<file path="config.mk">
export PLATFORM = sky130hd
export DESIGN_NAME = encode
export DESIGN_NICKNAME = d
export VERILOG_FILES = /design/src/rtl/encode.sv
export SDC_FILE = /design/constraint.sdc
export NUM_CORES = 1
export LEC_CHECK = 0
export ABC_AREA = 1
export BUFFER_PORTS_ARGS = -buffer_cell sky130_fd_sc_hd__buf_2
export CAP_MARGIN = 20
export CORE_MARGIN = 2
export CORE_UTILIZATION = 47
export CTS_CLUSTER_DIAMETER = 150
export DETAILED_ROUTE_END_ITERATION = 10
export PLACE_DENSITY = 0.76
export SYNTH_ARGS = -nofsm -noshare
export SYNTH_HDL_FRONTEND = slang
export SYNTH_SLANG_ARGS = --single-unit
</file>
<file path="constraint.sdc">
create_clock -name clk -period 1.35 [get_ports clk]
set_clock_uncertainty 0.1 [all_clocks]
set_input_delay 0.2025 -clock clk [delete_from_list [all_inputs] [get_ports clk]]
set_output_delay 0.2025 -clock clk [all_outputs]
set_load 0.1 [all_outputs]
</file>
<file path="src/rtl/encode.sv">
// Instruction encoder: packs decoded fields into the 27-bit instruction word
// and buffers it through a two-entry skid stage. Define ENC_CHECK_EN to build the legality checks.
module encode #(
   parameter int CNT_W = 16
) (
   input  logic             clk,
   input  logic             rst,
   input  logic             in_valid,
   output logic             in_ready,
   input  logic [1:0]       in_fmt,
   input  logic [3:0]       in_rd,
   input  logic [3:0]       in_rm,
   input  logic [3:0]       in_func,
   input  logic [3:0]       in_ra,
   input  logic [3:0]       in_rb,
   input  logic             in_narith,
   input  logic [1:0]       in_lflags,
   input  logic [20:0]      in_imm,
   output logic             out_valid,
   input  logic             out_ready,
   output logic [26:0]      out_instr,
   output logic             out_err,
   output logic             err_sticky,
   output logic [CNT_W-1:0] enc_count
);

   localparam logic [1:0] FMT_R = 2'd0;
   localparam logic [1:0] FMT_I = 2'd1;
   localparam logic [1:0] FMT_M = 2'd2;
   localparam logic [1:0] FMT_L = 2'd3;

   // Buffer occupancy: nothing, output register only, output plus skid.
   typedef enum logic [1:0] {S_EMPTY, S_ONE, S_FULL} state_t;

   state_t           state_q, state_d;
   logic             accept, drain;
   logic             ld_out_new, ld_out_skid, ld_skid;
   logic [26:0]      enc_word;
   logic [26:0]      out_instr_q, skid_instr_q;
   logic [CNT_W-1:0] cnt_q;

   // Handshakes derive from the state register only, so out_ready never
   // reaches in_ready combinationally.
   assign accept = in_valid  & (state_q != S_FULL);
   assign drain  = out_ready & (state_q != S_EMPTY);

   always_comb begin
      enc_word = '0;
      case (in_fmt)
         FMT_R: begin
            enc_word[26:23] = in_rd;
            enc_word[20]    = in_narith;
            enc_word[18:15] = in_func;
            enc_word[14:11] = in_ra;
            enc_word[10:7]  = in_rb;
         end
         FMT_I: begin
            enc_word[26:23] = in_rd;
            enc_word[20]    = in_narith;
            enc_word[18:15] = in_func;
            enc_word[14:11] = in_ra;
            enc_word[10:0]  = in_imm[10:0];
         end
         FMT_M: begin
            enc_word[26:23] = in_func;
            enc_word[20:19] = 2'b11;
            enc_word[18:15] = in_rm;
            enc_word[14:11] = in_ra;
            if (in_func[3]) enc_word[10:0] = in_imm[10:0];
            else            enc_word[10:7] = in_rb;
         end
         default: begin
            enc_word[26:23] = in_rd;
            enc_word[22:21] = in_lflags;
            enc_word[20:0]  = in_imm;
         end
      endcase
   end

   always_ff @(posedge clk) begin
      if (rst) state_q <= S_EMPTY;
      else     state_q <= state_d;
   end

   always_comb begin
      state_d = state_q;
      case (state_q)
         S_EMPTY: if (accept) state_d = S_ONE;
         S_ONE: begin
            if (accept && !drain)      state_d = S_FULL;
            else if (drain && !accept) state_d = S_EMPTY;
         end
         S_FULL:  if (drain) state_d = S_ONE;
         default: state_d = S_EMPTY;
      endcase
   end

   always_comb begin
      out_valid   = (state_q != S_EMPTY);
      in_ready    = (state_q != S_FULL);
      ld_out_new  = accept & ((state_q == S_EMPTY) | drain);
      ld_out_skid = drain & (state_q == S_FULL);
      ld_skid     = accept & (state_q == S_ONE) & ~drain;
   end

   always_ff @(posedge clk) begin
      if (rst) begin
         out_instr_q  <= '0;
         skid_instr_q <= '0;
      end else begin
         if (ld_out_new)       out_instr_q <= enc_word;
         else if (ld_out_skid) out_instr_q <= skid_instr_q;
         if (ld_skid)          skid_instr_q <= enc_word;
      end
   end

   always_ff @(posedge clk) begin
      if (rst)        cnt_q <= '0;
      else if (drain) cnt_q <= cnt_q + CNT_W'(1);
   end

   assign out_instr = out_instr_q;
   assign enc_count = cnt_q;

`ifdef ENC_CHECK_EN
   logic illegal;
   logic out_err_q, skid_err_q, sticky_q;

   // Illegal words are still encoded; they only carry the error tag.
   always_comb begin
      illegal = 1'b0;
      case (in_fmt)
         FMT_R:   illegal = in_func[3];
         FMT_I:   illegal = ~in_func[3];
         FMT_L:   illegal = (in_lflags == 2'b00);
         default: illegal = 1'b0;
      endcase
   end

   always_ff @(posedge clk) begin
      if (rst) begin
         out_err_q  <= 1'b0;
         skid_err_q <= 1'b0;
         sticky_q   <= 1'b0;
      end else begin
         if (ld_out_new)       out_err_q <= illegal;
         else if (ld_out_skid) out_err_q <= skid_err_q;
         if (ld_skid)          skid_err_q <= illegal;
         if (accept && illegal) sticky_q <= 1'b1;
      end
   end

   assign out_err    = out_err_q;
   assign err_sticky = sticky_q;
`else
   assign out_err    = 1'b0;
   assign err_sticky = 1'b0;
`endif

endmodule

</file>
==> impl_metrics.tcl <==
set metrics [dict create \
    tns_ns -2.562 \
    synthTopCellsByArea "dfxtp_1 (42%), nand2_1 (17%), o21ai_0 (8.3%)" \
    cellPowerDensity_nw_per_um2 1107 \
    async_reset_ff_frac 0 \
    synth-main-ff-cell "dfxtp_1" \
    end_kind "flop" \
    insertedDiodeCount 0 \
    root_buffer "clkbuf_8" \
    vdd_drop_max_mv 0.7475 \
    dp_slack_ns -0.09044 \
    layout.nets 688 \
    layout_commonest_cell "nand2_1" \
    worstHoldPathCells 3 \
    wl_um 11660 \
    syn_area_per_cell_um2 6.609 \
    io_buffer_count 94 \
    r2r_slack_ns -0.12 \
    clock-sinks 72 \
    total_power_mw 6.308 \
    fmax_mhz 681.7 \
    clk_path_buf_depth 2 \
    drtIter0Drc 292 \
    worst_hold_path.endpoint "skid_instr_q[13]" \
    core.rowCount 31 \
    cp-start-kind "flop" \
    antenna_found_initial 0 \
    syn-cell-area_um2 3417 \
    hpwlAfterDp_um 6771 \
    layout_common_cells "nand2_1 (132), nor2_1 (67), buf_12 (51), buf_2 (49), dfxtp_1 (45)" \
    finalSetupViolCount 42 \
    r2r_end "out_instr[22]" \
    initial_core_util 0.4788 \
    r2r_cells 8 \
    first_pass_iters 6 \
    vias_per_cell 5.364 \
    critPathArrivalTime_ns 1.62 \
    critical_path_class "reg2reg" \
    fin_crit_ns 1.467 \
    clk_latency_ns 0.35 \
    synth_seq_cells 72 \
    yosysTopAreaCell "dfxtp_1" \
    grtUsageTotal 0.2764 \
    instances_no_fill 741 \
    fp.dieH_um 89.27 \
    grt_pass1_wl_um 16900 \
    holdBufCountCts 0 \
    syn2layout_area_growth_pct 66.75 \
    r2r-start "state_q[0]" \
    io_pins 97 \
    post-route-period-util 1.087 \
    fin_area_um2 5698 \
    timing.hold.ws_ns 0.03650 \
    drive_gt1_frac 0.4065 \
    ys_warn_count 0 \
    outcome "complete, but fails checks" \
    synth_seq_area_share 0.4218 \
    slew_viol_final 0 \
    grt_overflow_total 0 \
    die_x_um 89.27 \
    synth_cell_types 30 \
    worst_slack_ns -0.1168 \
    drc 0 \
    path_clk_slew_ns 0.08 \
    die_area_um2 7968 \
    crit_required_ns 1.50 \
    rsz0062_at_grt "yes" \
    synth_edf_count 0 \
    p_leak_nw 2.516 \
    core_area_um2 7137 \
    hold_viol 0 \
    grt_pass1_vias 3649 \
    cts_tree "built" \
    min_path_type "in2reg" \
    grt_max_degree 49 \
    path_max_fanout 5 \
    dp.cells 710 \
    ant_nets 0 \
    place.gp.congestion 0.9508 \
    cts-buffers-inserted 9 \
    violations "negative setup slack" \
    maxCapViolCount 0 \
    wire_per_inst_um 15.73 \
    h-tree-depth 3 \
    finish.utilization 0.7984 \
    holdCritStartpoint "in_ra[2]" \
    yosysTopAreaCellShare 0.4218 \
    fillCellCount 448 \
    place_area_um2 4933 \
    vias 3975 \
    syn_inst 517 \
]
[synthesized netlist by cell type, types with 2 or more instances]
cell / instances
buf_2: 9
dfxtp_1: 72
inv_1: 37
a21oi_1: 38
nor2_1: 76
a31oi_1: 10
inv_2: 6
nand3_1: 17
o21ai_0: 57
nor2_2: 3
nand2_1: 157
buf_4: 7
o21a_1: 2
nor2_4: 3
nand3_2: 2
clkbuf_1: 7
[cell families after synthesis]
family | count (synthesis) | share of synthesized area
AND/OR/NAND/NOR | 264 | 0.3142
AO/OA/AOI/OAI | 110 | 0.1695
flip-flops | 72 | 0.4218
buffers and inverters | 67 | 0.08458
XOR/XNOR | 2 | 0.005127
adder cells (fa/ha/maj) | 1 | 0.003661
other | 1 | 0.001097
[critical path: stages (launching register included)]
cell and delay (ns):
dfxtp_4 0.39, inv_8 0.05, o211ai_4 0.23, buf_6 0.16
buf_12 0.12, buf_16 0.12, nand2_4 0.04, a21oi_2 0.10
nor2_1 0.04
[power breakdown]
part           total, mW  internal [mW]  switching [mW]  leakage (nW)
registers           2.38           2.24           0.147         0.604
logic               2.13          0.812            1.32          1.81
clock network       1.79          0.969           0.820         0.106
[metal layers]
| metal | GRT usage | part of all wire | wire [um] |
|---|---|---|---|
| met1 | 0.3148 | 0.38 | 4378 |
| met2 | 0.5003 | 0.53 | 6131 |
| met3 | 0.05355 | 0.065 | 755 |
| met4 | 0.1194 | 0.034 | 393 |
| met5 | 0 | 0 | 0 |
[how the worst max path moves through the flow]
stage                            start       endpoint  slack, ns  cells past startpoint
after floorplan           enc_count[1]  enc_count[14]      -0.11                      8
after detailed placement    state_q[0]  out_instr[18]      -0.09                      7
after CTS                   state_q[0]       in_ready      -0.11                      4
after global routing        state_q[0]   out_instr[2]      -0.15                      9
after global placement      state_q[0]  out_instr[16]      -0.03                      7
final                       state_q[0]  out_instr[22]      -0.12                      8
[state kept, by name, summed over array words and instances (netlist names)]
register,count
out_instr,27
skid_instr_q,27
enc_count,16
state_q,2
[area by class of cell]
type / count / area [um^2] / share of cell area
clock buffer: 12 / 156.4 / 0.02745
clock inverter: 4 / 50.05 / 0.008783
inverter: 43 / 186.4 / 0.03272
multi-input combinational: 379 / 2061 / 0.3617
sequential: 72 / 1513 / 0.2655
tap: 99 / 123.9 / 0.02174
timing repair buffer: 131 / 1602 / 0.2811
timing repair inverter: 1 / 6.256 / 0.001098
[timing repair]
action,4_1_cts,5_1_grt
resized for setup,56,66
cloned,4,1
pin swaps,13,17
endpoints found under the setup margin,53,70
buffers inserted,8,5
(Power assumes the default switching activity.)
